==> src/rtl/pulse_link_arbiter.sv <==
// Round-robin arbiter that shares one single-wire pulse link between N_REQ requesters.
// Each grant is sent as a framed burst: start pulse, ID bits MSB first, then a low guard gap.
module pulse_link_arbiter #(
  parameter int N_REQ     = 4,
  parameter int ID_W      = 2,
  parameter int PULSE_LEN = 8,
  parameter int GAP_LEN   = 8
) (
  input  logic             clk,
  input  logic             rst,
  input  logic [N_REQ-1:0] req,
  output logic [N_REQ-1:0] ack,
  output logic             busy,
  output logic [ID_W-1:0]  grant_id,
  output logic             link_out
);

  localparam int MAX_LEN = (PULSE_LEN > GAP_LEN) ? PULSE_LEN : GAP_LEN;
  localparam int CNT_W   = $clog2(MAX_LEN) + 1;
  localparam int SLOT_W  = $clog2(ID_W) + 1;

  localparam logic [CNT_W-1:0]  PULSE_LAST = CNT_W'(PULSE_LEN - 1);
  localparam logic [CNT_W-1:0]  GAP_LAST   = CNT_W'(GAP_LEN - 1);
  localparam logic [SLOT_W-1:0] SLOT_LAST  = SLOT_W'(ID_W - 1);
  localparam logic [ID_W-1:0]   LAST_INIT  = ID_W'(N_REQ - 1);

  typedef enum logic [1:0] {
    IDLE  = 2'd0,
    START = 2'd1,
    BITS  = 2'd2,
    GAP   = 2'd3
  } state_t;

  state_t             state_r, state_s;
  logic [CNT_W-1:0]   cnt_r, cnt_s;
  logic [SLOT_W-1:0]  slot_r, slot_s;
  logic [N_REQ-1:0]   pending_r, pending_s;
  logic [N_REQ-1:0]   clr_s;
  logic [ID_W-1:0]    last_r, last_s;
  logic [ID_W-1:0]    grant_r, grant_s;
  logic [ID_W-1:0]    pick_s;
  logic [N_REQ-1:0]   ack_r, ack_s;
  logic               busy_r;
  logic               link_r, link_s;

  // Scanning downward lets the last assignment win, i.e. the first set bit after 'last'.
  function automatic logic [ID_W-1:0] rr_pick(input logic [N_REQ-1:0] pend,
                                              input logic [ID_W-1:0]  last);
    logic [ID_W-1:0] sel;
    sel = {ID_W{1'b0}};
    for (int k = N_REQ; k >= 1; k--) begin
      for (int i = 0; i < N_REQ; i++) begin
        sel = ((((int'(last) + k) % N_REQ) == i) && pend[i]) ? ID_W'(i) : sel;
      end
    end
    return sel;
  endfunction

  function automatic logic [N_REQ-1:0] onehot(input logic [ID_W-1:0] g);
    logic [N_REQ-1:0] v;
    for (int i = 0; i < N_REQ; i++) begin
      v[i] = (g == ID_W'(i));
    end
    return v;
  endfunction

  function automatic logic id_bit(input logic [ID_W-1:0] g, input logic [SLOT_W-1:0] slot);
    logic b;
    b = 1'b0;
    for (int i = 0; i < ID_W; i++) begin
      b = (slot == SLOT_W'(i)) ? g[ID_W-1-i] : b;
    end
    return b;
  endfunction

  // Next-state, counter, grant and pending-vector logic.
  always_comb begin
    state_s = state_r;
    cnt_s   = cnt_r;
    slot_s  = slot_r;
    last_s  = last_r;
    grant_s = grant_r;
    clr_s   = {N_REQ{1'b0}};
    pick_s  = rr_pick(pending_r, last_r);
    case (state_r)
      IDLE: begin
        if (pending_r != {N_REQ{1'b0}}) begin
          state_s = START;
          cnt_s   = {CNT_W{1'b0}};
          slot_s  = {SLOT_W{1'b0}};
          grant_s = pick_s;
          last_s  = pick_s;
          clr_s   = onehot(pick_s);
        end else begin
          state_s = IDLE;
        end
      end
      START: begin
        if (cnt_r == PULSE_LAST) begin
          state_s = BITS;
          cnt_s   = {CNT_W{1'b0}};
          slot_s  = {SLOT_W{1'b0}};
        end else begin
          cnt_s = cnt_r + CNT_W'(1);
        end
      end
      BITS: begin
        if (cnt_r == PULSE_LAST) begin
          cnt_s = {CNT_W{1'b0}};
          if (slot_r == SLOT_LAST) begin
            state_s = GAP;
            slot_s  = {SLOT_W{1'b0}};
          end else begin
            slot_s = slot_r + SLOT_W'(1);
          end
        end else begin
          cnt_s = cnt_r + CNT_W'(1);
        end
      end
      GAP: begin
        if (cnt_r == GAP_LAST) begin
          state_s = IDLE;
          cnt_s   = {CNT_W{1'b0}};
        end else begin
          cnt_s = cnt_r + CNT_W'(1);
        end
      end
      default: begin
        state_s = IDLE;
        cnt_s   = {CNT_W{1'b0}};
        slot_s  = {SLOT_W{1'b0}};
      end
    endcase
    // A request arriving in the grant cycle keeps its pending bit set.
    pending_s = (pending_r & ~clr_s) | req;
  end

  // Output values for the next cycle, derived from the next state so outputs are registered.
  always_comb begin
    link_s = 1'b0;
    ack_s  = {N_REQ{1'b0}};
    case (state_s)
      START: begin
        link_s = 1'b1;
      end
      BITS: begin
        link_s = id_bit(grant_s, slot_s);
      end
      GAP: begin
        if (cnt_s == GAP_LAST) begin
          ack_s = onehot(grant_s);
        end else begin
          ack_s = {N_REQ{1'b0}};
        end
      end
      default: begin
        link_s = 1'b0;
      end
    endcase
  end

  // State, counters, pending vector and registered outputs.
  always_ff @(posedge clk) begin
    if (rst) begin
      state_r   <= IDLE;
      cnt_r     <= {CNT_W{1'b0}};
      slot_r    <= {SLOT_W{1'b0}};
      pending_r <= {N_REQ{1'b0}};
      last_r    <= LAST_INIT;
      grant_r   <= {ID_W{1'b0}};
      ack_r     <= {N_REQ{1'b0}};
      busy_r    <= 1'b0;
      link_r    <= 1'b0;
    end else begin
      state_r   <= state_s;
      cnt_r     <= cnt_s;
      slot_r    <= slot_s;
      pending_r <= pending_s;
      last_r    <= last_s;
      grant_r   <= grant_s;
      ack_r     <= ack_s;
      busy_r    <= (state_s != IDLE);
      link_r    <= link_s;
    end
  end

  assign ack      = ack_r;
  assign busy     = busy_r;
  assign grant_id = grant_r;
  assign link_out = link_r;

endmodule

==> config.mk <==
export PLATFORM = sky130hd
export DESIGN_NAME = pulse_link_arbiter
export DESIGN_NICKNAME = d
export VERILOG_FILES = /design/src/rtl/pulse_link_arbiter.sv
export SDC_FILE = /design/constraint.sdc
export NUM_CORES = 1
export LEC_CHECK = 0
export ABC_AREA = 1
export CAP_MARGIN = 20
export CELL_PAD_IN_SITES_DETAIL_PLACEMENT = 2
export CELL_PAD_IN_SITES_GLOBAL_PLACEMENT = 2
export CORE_ASPECT_RATIO = 0.8
export CORE_MARGIN = 3
export CORE_UTILIZATION = 25
export DETAILED_ROUTE_END_ITERATION = 8
export DONT_BUFFER_PORTS = 1
export GPL_TIMING_DRIVEN = 0
export HOLD_SLACK_MARGIN = 0.08
export PLACE_DENSITY_LB_ADDON = 0.08
export SLEW_MARGIN = 20
export SYNTH_ARGS = -nofsm -noshare
export SYNTH_HDL_FRONTEND = slang
export SYNTH_SLANG_ARGS = --single-unit
==> constraint.sdc <==
create_clock -name clk -period 2 [get_ports clk]
set_input_delay 0.3 -clock clk [delete_from_list [all_inputs] [get_ports clk]]
set_output_delay 0.3 -clock clk [all_outputs]
set_load 0.01 [all_outputs]
After elaboration in Yosys (flattened, before gate mapping)
Index checks and enable logic that the tools add are counted.
Widths: inputs -> output; s select.
Word-level totals
  bits in read-only memories: 0
  logic and storage cells: 119
  memories kept: 0
  bits in latches: 0
  memory bits (writable): 0
  input bits: 6
  flip-flop bits (word level): 22
Operators by class
  bitwise gates (word level): 9
  reductions and logical operators: 31
  multiply operators: 0
  div/mod/pow operators: 0
  $add $sub $neg: 6
  equal/unequal tests: 28
  magnitude comparators: 0
  shift-type cells: 0
  mux-type cells: 36
Operator list (number)
  $logic_not 32->1: 3
  $mux 2: 24
  $eq 3x3->1 const B: 8
  $eq 2x2->1 const B: 8
  $mux 4: 4
  $logic_and 1x1->1: 15
  $eq 2x1->1 const B: 6
  $eq 3x2->1 const B: 4
  $eq 4x3->1 const B: 2
  $logic_not 2->1: 4
  $pmux 2 s4: 1
  $pmux 4 s2: 1
  $reduce_or 2->1: 4
  $add 2x1->2 const B: 3
  $pmux 2 s3: 1
  $reduce_or 3->1: 2
  $add 2x2->2 const B: 2
  $add 4x1->4 const B: 1
  $and 1x1->1 const A: 4
  $and 4x4->4: 1
  $mux 1: 4
  $not 4->4: 1
  $or 4x4->4: 1
  $reduce_bool 4->1: 1
  4 further kinds: 5

Logic depth before layout (Yosys ltp)
Gate-level depths: netlist (run 1).
  word-level depth: 26
  depth in mapped cells: 20

Worst setup path before layout (run 1)
Ideal clock, no wire load.
  path type: flip-flop to flip-flop
  start: register cnt_r[0]
  end: register link_r, in the netlist link_out
  path slack: 72 ps
  clock period less this slack: 1928 ps
  data arrival time: 1862 ps
  buffers on the path: 0
  required time: 1934 ps
  cell stages (with the launch flop): 12
  cells stage by stage: dfxtp_1 ha_1 nand2_1 nor2_1 inv_1 nor2_1 inv_1 o211ai_1 and3_1 ha_1 or2_2 a21oi_2
RTL lines
  start, declared: line 35  | logic [CNT_W-1:0] cnt_r, cnt_s;
  start signal, assigned: line 166  | cnt_r <= {CNT_W{1'b0}};
  start signal, assigned: line 176  | cnt_r <= cnt_s;
  $eq 4x3->1 (*): line 99, 108, 121
  $mux 2, on equally long branches: line 121, 108, 99
  $pmux 2 s4 (*): line 85  | case (state_r)
  net state_s[0]: line 34  | state_t state_r, state_s;
  $eq 2x2->1 / $eq 2x1->1 (equally long branches): line 142  | case (state_s)
  $pmux 1 s2 (*): line 142
  end signal, assigned: line 183  | link_r <= link_s;
  end, declared: line 44  | logic link_r, link_s;
The timed path passes the listed nets; every way through them passes the cells marked *.
A chain may end at the register's enable or synchronous reset.

Worst setup path after layout (run 1)
Ends and elaborated chain as after synthesis.

==> results of run 1 <==
[cell usage in the layout (no fill, tap or decap), drive strengths merged, types with 2 or more instances in the layout]
cell type	count
or2	2
nand2	33
nand3	21
clkbuf	4
inv	24
o211ai	3
a21oi	7
o21ai	11
dfxtp	22
ha	5
buf	21
a22oi	2
nor2	23
[worst reg2reg max path: stages, from the launching register on]
cell                       delay (ns)
sky130_fd_sc_hd__dfxtp_2         0.37
sky130_fd_sc_hd__ha_4            0.15
sky130_fd_sc_hd__nand2_4         0.06
sky130_fd_sc_hd__nor2_4          0.12
sky130_fd_sc_hd__inv_4           0.07
sky130_fd_sc_hd__nor2_4          0.13
sky130_fd_sc_hd__inv_2           0.05
sky130_fd_sc_hd__o211ai_1        0.15
sky130_fd_sc_hd__and3_4          0.24
sky130_fd_sc_hd__buf_12          0.11
sky130_fd_sc_hd__ha_4            0.19
sky130_fd_sc_hd__or2_4           0.22
sky130_fd_sc_hd__a21oi_2         0.10
[state kept, by name, summed over array words and instances (netlist names)]
register,count
state_r,2
ack,4
slot_r,2
pending_r,4
grant_id,2
link_out,1
busy,1
last_r,2
cnt_r,4
[per-layer routing]
metal | vias to the layer above | GRT usage | part of all wire
li1 | 576 | - | -
met1 | 538 | 0.1718 | 0.51
met2 | 15 | 0.2140 | 0.45
met3 | 2 | 0.04024 | 0.038
met4 | 0 | 0.03061 | 0.0052
met5 | - | 0 | 0
[path summary, 6_finish.rpt]
check | slack, ns | to | cells after the start
hold / removal | 0.15 | pending_r[1] | 2
setup / recovery | -0.02 | link_out | 12
hold reg to reg | 0.50 | slot_r[1] | 2
setup reg to reg | -0.02 | link_out | 12
[timing repair]
action / 4_1_cts / 5_1_grt
setup endpoints to repair: 6 / 10
hold buffers: 1 / 0
hold endpoints to repair: 4 / 0
gates resized for setup: 21 / 11
setup buffers: 7 / 12
pin swaps: 9 / 14
[cells by family after synthesis]
kind of cell,share of synthesized area
and+or+nand+nor,0.3554
buffers and inverters,0.09747
DFF,0.3690
AOI/OAI and AO/OA,0.1258
adders and majority gates,0.05241
[power groups by stage]
stage	clock network, mW	logic [mW]	registers, mW
floorplan	0	0.208	0.504
global placement	0	0.257	0.515
detailed placement	0	0.263	0.516
CTS	0.443	0.283	0.507
global route	0.467	0.378	0.513
finish	0.420	0.334	0.508
[final cells by class]
class | instances | area [µm²] | share of cell area
Buffer | 3 | 26.28 | 0.01627
Clock buffer | 3 | 41.29 | 0.02556
Clock inverter | 1 | 30.03 | 0.01859
Inverter | 24 | 95.09 | 0.05887
Multi-Input combinational cell | 113 | 740.7 | 0.4586
Sequential cell | 22 | 445.4 | 0.2758
Tap cell | 57 | 71.32 | 0.04415
Timing Repair Buffer | 20 | 165.2 | 0.1022
[through the flow]
step | utilization | setup slack (ns) | setup TNS (ns) | instance area (µm²)
floorplan | - | 0.07208 | 0 | 1194
global placement | 0.2883 | -0.2714 | -1.277 | 1265
detailed placement | 0.2883 | -0.3566 | -1.661 | 1265
CTS | 0.3368 | -0.06232 | -0.1131 | 1478
global route | 0.3681 | -0.1434 | -0.6473 | 1615
finish | 0.3681 | -0.01874 | -0.03362 | 1615
==> metrics.txt, run 1 <==
Hold Worst Slack 0.1547 ns; flops & latches, synth 22; delay of the slowest cell on the worst path about 0.37 ns; pin count of the biggest net entering global routing 14; combinational group share of total power 0.265; final hold violation count 0; most common cell in the netlist sky130_fd_sc_hd__nand2_1; max cap viols 0; Max Fclk approximately 500 MHz; post-synthesis cell count roughly 160; detailed-route DRC error count 0; syn_nets approximately 170; kind of start point of the critical path register; Initial Utilization 0.2720; synthesized area per cell around 7.4 µm²; Setup WS post-layout -0.01874 ns; internal power consumption between 0.8 and 0.9 mW; static leakage power just over 0.7 nW; Die W 83.26 µm; GRT Resource Usage Total 0.1314; layout-stage area growth over the synthesis result 35.32%; Netlist Area Pre-Place about 1200 µm²; clock network fraction of design power 0.333; Seq/Total Area, Yosys 0.3690; warnings from Yosys 0; Skew-Pair Late Insertion Delay around 0.26 ns; Flop pwr share 0.402; critical-path maximum fanout 5; switching portion of total power 0.3104; share of the cycle needed by the critical path after routing 1.009; RSZ-0062 raised after global routing yes; routed length per instance roughly 15 µm; Final min period a little over 2 ns; buffers from clock root to sink, at most 2; via total after detailed routing 1131; number of buffer and inverter instances along the worst setup path 3; clock-pin slew of the registers on the worst-case setup and hold paths about 0.09 ns; cell taking the most area after synthesis sky130_fd_sc_hd__dfxtp_1; number of distinct library cell variants in the gate-level netlist after synthesis 27; required arrival time at the worst endpoint roughly 2.2 ns; power density over the cells about 800 nW/µm²; violated checks negative setup slack; TritonCTS clock tree done; Total Nets Final 198; top cells by count, synth sky130_fd_sc_hd__nand2_1, sky130_fd_sc_hd__dfxtp_1, sky130_fd_sc_hd__nor2_1; share of async-settable or async-resettable flops after synthesis 0; share of the synthesized area in the top cell type 0.3690; Clock Skews approximately 0.0045 ns; number of core rows 21; worst reg2reg startpoint cnt_r[0]; Top Family by Delay on Critical Path simple AND/OR/NAND/NOR gates; wire length of the first global-routing pass a little under 6 mm; number of fillers in the final layout 502; placed cells 219; normalized max-slew margin 0.6704; Detail Placement HPWL roughly 2.5 mm; library cell used as clock root buffer sky130_fd_sc_hd__clkbuf_8; total I/O pin count 14; clock sink count 22; number of violations reported at the end of detailed-routing iteration 0 14; worst slew pin tran a little under 0.5 ns; number of diodes added for antenna fixing 0; sum of routed wire length over all layers between 3 and 4 mm; final non-filler cell total between 200 and 250; kind of capture point of the worst setup path register; VDD IR-drop max between 0.3 and 0.4 mV; startpoint of the worst hold path req[1]; WS Path Type register to register; Die Area around 5600 µm²; list of cells traversed by the critical path ha_4 > nand2_4 > nor2_4 > inv_4 > nor2_4 > inv_2 > o211ai_1 > and3_4 > buf_12 > ha_4 > or2_4 > a21oi_2; initial antenna violation count 0; IO Port Bufs 0; via density per instance approximately 4.7; outcome finished, violations left; last weighted congestion value of the routability-driven placer ~0.72; die extent in y between 60 and 70 µm; biggest area contributors in the synthesized netlist sky130_fd_sc_hd__dfxtp_1, sky130_fd_sc_hd__nand2_1, sky130_fd_sc_hd__nand3_1; via count of the first global-routing pass about 1.2k; Max Transition Viols Final 0; First-pass DRT Iterations 4; switching power between 0.3 and 0.4 mW; Finish-stage setup viols 2; primary flip-flop cell chosen by synthesis mapping sky130_fd_sc_hd__dfxtp_1; total gr overflow 0; remaining number of nets flagged by the antenna check after routing 0; CTS H-tree lvls 1; PnR Total Power roughly 1.3 mW; Hold/Removal Path Class input port to register; Inserted Clock Buffers 3; crit path DAT 2.22 ns; standard cell core area 4388 µm²; count of flip-flops with a built-in enable after synthesis 0; cell with the biggest individual delay on the critical path sky130_fd_sc_hd__dfxtp_2; CP Launch Point cnt_r[0]; layout cell share with drive strength beyond 1 0.3441
No activity file was read; power rests on OpenSTA's default activity.
==> run 2: changes to the inputs <==
Settings changed: ABC_AREA 1 to not set.
Clock period 2 ns to 2.57 ns, I/O delays scaled along.
==> metrics.txt, run 2 <==
routed length per instance 17.27 µm (+16%); number of distinct library cell variants in the gate-level netlist after synthesis 45 (+67%); kind of start point of the critical path register; layout-stage area growth over the synthesis result 11.69%; PnR Total Power 0.7837 mW (-38%); Max Transition Viols Final 0 (unchanged); summed negative setup slack over all endpoints 0 ns (+0.03362 ns); library cell used as clock root buffer sky130_fd_sc_hd__clkbuf_8; TritonCTS clock tree done; clock sink count 22 (unchanged); buffers from clock root to sink, at most 2 (unchanged); biggest area contributors in the synthesized netlist sky130_fd_sc_hd__dfxtp_1, sky130_fd_sc_hd__ha_1, sky130_fd_sc_hd__a21oi_1; Netlist Area Pre-Place 1156 µm² (-3.1%); leading cell type in the layout, fill and taps excluded sky130_fd_sc_hd__dfxtp_1; CTS H-tree lvls 1 (unchanged); cts hold-fix bufs 0 (-1); normalized max-slew margin 0.6485 (-0.02188); outcome finished, final reports clean; met3 track demand over resource 0.04054 (+0.0002966); warnings from Yosys 0 (unchanged); flops & latches, synth 22 (unchanged); Hold/Removal Path Class input port to register; VDD IR-drop max 0.1896 mV (-50%); via density per instance 4.906 (+5.4%); Finish-stage setup viols 0 (-2); Reg-to-Reg End ack[0]; met2 track demand over resource in global routing 0.2127 (-0.001298); crit path DAT 2.47 ns (+0.25 ns); standard cell core area 4309 µm² (-1.8%); Total Nets Final 146 (-26%); area of placed instances 1227 µm² (-3.0%); share of the synthesized area in the top cell type 0.3810 (+0.01198); Initial Utilization 0.2683 (-0.003735); Finished Core Util 0.2997 (-0.06847); cell taking the most area after synthesis sky130_fd_sc_hd__dfxtp_1; most common cell in the netlist sky130_fd_sc_hd__dfxtp_1; Max Fclk 442.2 MHz (-11%); Final Instance Area 1291 µm² (-20%); flop-to-flop setup slack 0.31 ns (+0.33 ns); Clock Skews 0.004861 ns (+0.0003499 ns); layout cell share with drive strength beyond 1 0.1493 (-0.1948); top cells by count, synth sky130_fd_sc_hd__dfxtp_1, sky130_fd_sc_hd__nor2_1, sky130_fd_sc_hd__nand2_1; power density over the cells 607.0 nW/µm² (-22%); syn_nets 141 (-18%); startpoint of the worst hold path req[3]; Die W 82.03 µm (-1.5%); busiest layer in global routing met2; number of violations reported at the end of detailed-routing iteration 0 26 (+12); total I/O pin count 14 (unchanged); static leakage power 0.5015 nW (-30%); clock-pin slew of the registers on the worst-case setup and hold paths 0.09 ns (about the same); share of the cycle needed by the critical path after routing 0.8800 (-0.1294); WS Path Type register to register; worst reg2reg startpoint cnt_r[0]; depth of the most critical reg-to-reg path 11 (-1); synthesized area per cell 8.893 µm² (+21%); sum of routed wire length over all layers 3.298 mm (-9.0%); worst slew pin tran 0.5273 ns (+0.03282 ns); critical-path maximum fanout 5 (unchanged); required arrival time at the worst endpoint 2.78 ns (+0.58 ns); commonest non-fill, non-tap cells in the layout sky130_fd_sc_hd__dfxtp_1, sky130_fd_sc_hd__nor2_1, sky130_fd_sc_hd__nand2_1; number of diodes added for antenna fixing 0 (unchanged); count of flip-flops with a built-in enable after synthesis 0 (unchanged); number of core rows 21 (unchanged); share of async-settable or async-resettable flops after synthesis 0 (unchanged); pin count of the biggest net entering global routing 13 (-1); via count of the first global-routing pass 1052 (-13%); final hold violation count 0 (unchanged); IO Port Bufs 0 (unchanged); total gr overflow 0 (unchanged); Detail Placement HPWL 2.488 mm (-2.4%); max cap viols 0 (unchanged); post-synthesis cell count 130 (-20%); First-pass DRT Iterations 4 (unchanged); wire length of the first global-routing pass 5.644 mm (-3.7%); last weighted congestion value of the routability-driven placer 0.7183 (-0.65%); RSZ-0062 raised after global routing no; Final min period 2.262 ns (+0.2429 ns); primary flip-flop cell chosen by synthesis mapping sky130_fd_sc_hd__dfxtp_1; kind of capture point of the worst setup path register; initial antenna violation count 0 (unchanged); Inserted Clock Buffers 3 (unchanged); Seq/Total Area, Yosys 0.3810 (+0.01198); via total after detailed routing 937 (-17%); GRT Resource Usage Total 0.1410 (+0.009591); die extent in y 66.83 µm (-1.4%); Die Area 5482 µm² (-2.9%); CP Launch Point cnt_r[0]; met1 track demand over resource in global routing 0.1922 (+0.02034); remaining number of nets flagged by the antenna check after routing 0 (unchanged); Hold Worst Slack 0.2299 ns (+0.07519 ns); detailed-route DRC error count 0 (unchanged); CP endpoint ack[0]; Skew-Pair Late Insertion Delay 0.27 ns (about the same)
run 2: changes by cell type in the layout (fill, tap and decap cells not counted), sizes merged, moves of 5 or more:
cell	before	now
nand2	33	12
buf	21	1
nand3	21	3
inv	24	8
nor2	23	13
nor2b	0	5
run 2: how the worst min path moves through the flow:
stage | end | slack, ns | cells past startpoint
3_3_place_gp | slot_r[1] | 0.48 | 1
6_report | pending_r[3] | 0.23 | 2
5_1_grt | pending_r[0] | 0.23 | 2
4_1_cts | pending_r[3] | 0.23 | 2
2_1_floorplan | slot_r[1] | 0.47 | 1
3_5_place_dp | slot_r[1] | 0.49 | 1
run 2: area by class of cell:
cell class / count / area, µm²
Buffer: 3 / 12.51
Clock buffer: 4 / 55.05
Fill cell: 503 / 3018
Inverter: 8 / 30.03
Multi-Input combinational cell: 97 / 681.9
Sequential cell: 22 / 440.4
Tap cell: 57 / 71.32
run 2: where the power goes:
| part | internal (mW) | total [mW] | switching, mW |
|---|---|---|---|
| clock | 0.137 | 0.261 | 0.124 |
| sequential | 0.361 | 0.394 | 0.0328 |
| combinational | 0.0516 | 0.129 | 0.0774 |
run 2: cells by family (layout without fill, tap and decap cells):
group	count (synthesis)	after routing	synth area share
AO/OA/AOI/OAI	34	34	0.2100
flip-flops	22	22	0.3810
AND/OR/NAND/NOR	54	54	0.2846
XOR/XNOR	1	1	0.007577
multiplexers	3	3	0.02598
adder cells (fa/ha/maj)	5	5	0.05411
buffers and inverters	11	15	0.03680
run 2: what timing repair did:
item / CTS / global route
resized for setup: 0 / 4
endpoints found under the setup margin: 0 / 5
endpoints found under the hold margin: 0 / 0
buffers inserted: 0 / 0
run 2: worst max-delay path: stages (launching register included):
cell and delay, ns:
sky130_fd_sc_hd__dfxtp_1 0.40, sky130_fd_sc_hd__ha_2 0.24, sky130_fd_sc_hd__and3b_2 0.26, sky130_fd_sc_hd__nand2_1 0.07, sky130_fd_sc_hd__o21ai_1 0.17, sky130_fd_sc_hd__nand3_2 0.14
sky130_fd_sc_hd__inv_1 0.11, sky130_fd_sc_hd__ha_1 0.17, sky130_fd_sc_hd__o21ai_0 0.10, sky130_fd_sc_hd__a21oi_2 0.22, sky130_fd_sc_hd__nand4_1 0.17, sky130_fd_sc_hd__nor2b_1 0.15
run 2: stage by stage:
step,std cells,worst slack [ns]
after global routing,191,0.02632
after CTS,191,0.07941
final,191,0.3084
after global placement,187,0.2264
after floorplan,130,0.6652
after detailed placement,187,0.1697
run 2: routing by layer:
metal  part of all wire  up-vias
li1                   -      467
met1               0.52      451
met2               0.43       14
met3              0.032        5
met4              0.012        0
met5                  0        -
==> run 3: changes to the inputs <==
Settings changed: ABC_AREA set to 0, HOLD_SLACK_MARGIN 0.08 to 0.05.
==> results of run 3 <==
No change in the layout: final DEF, timing and power equal those of run 2.
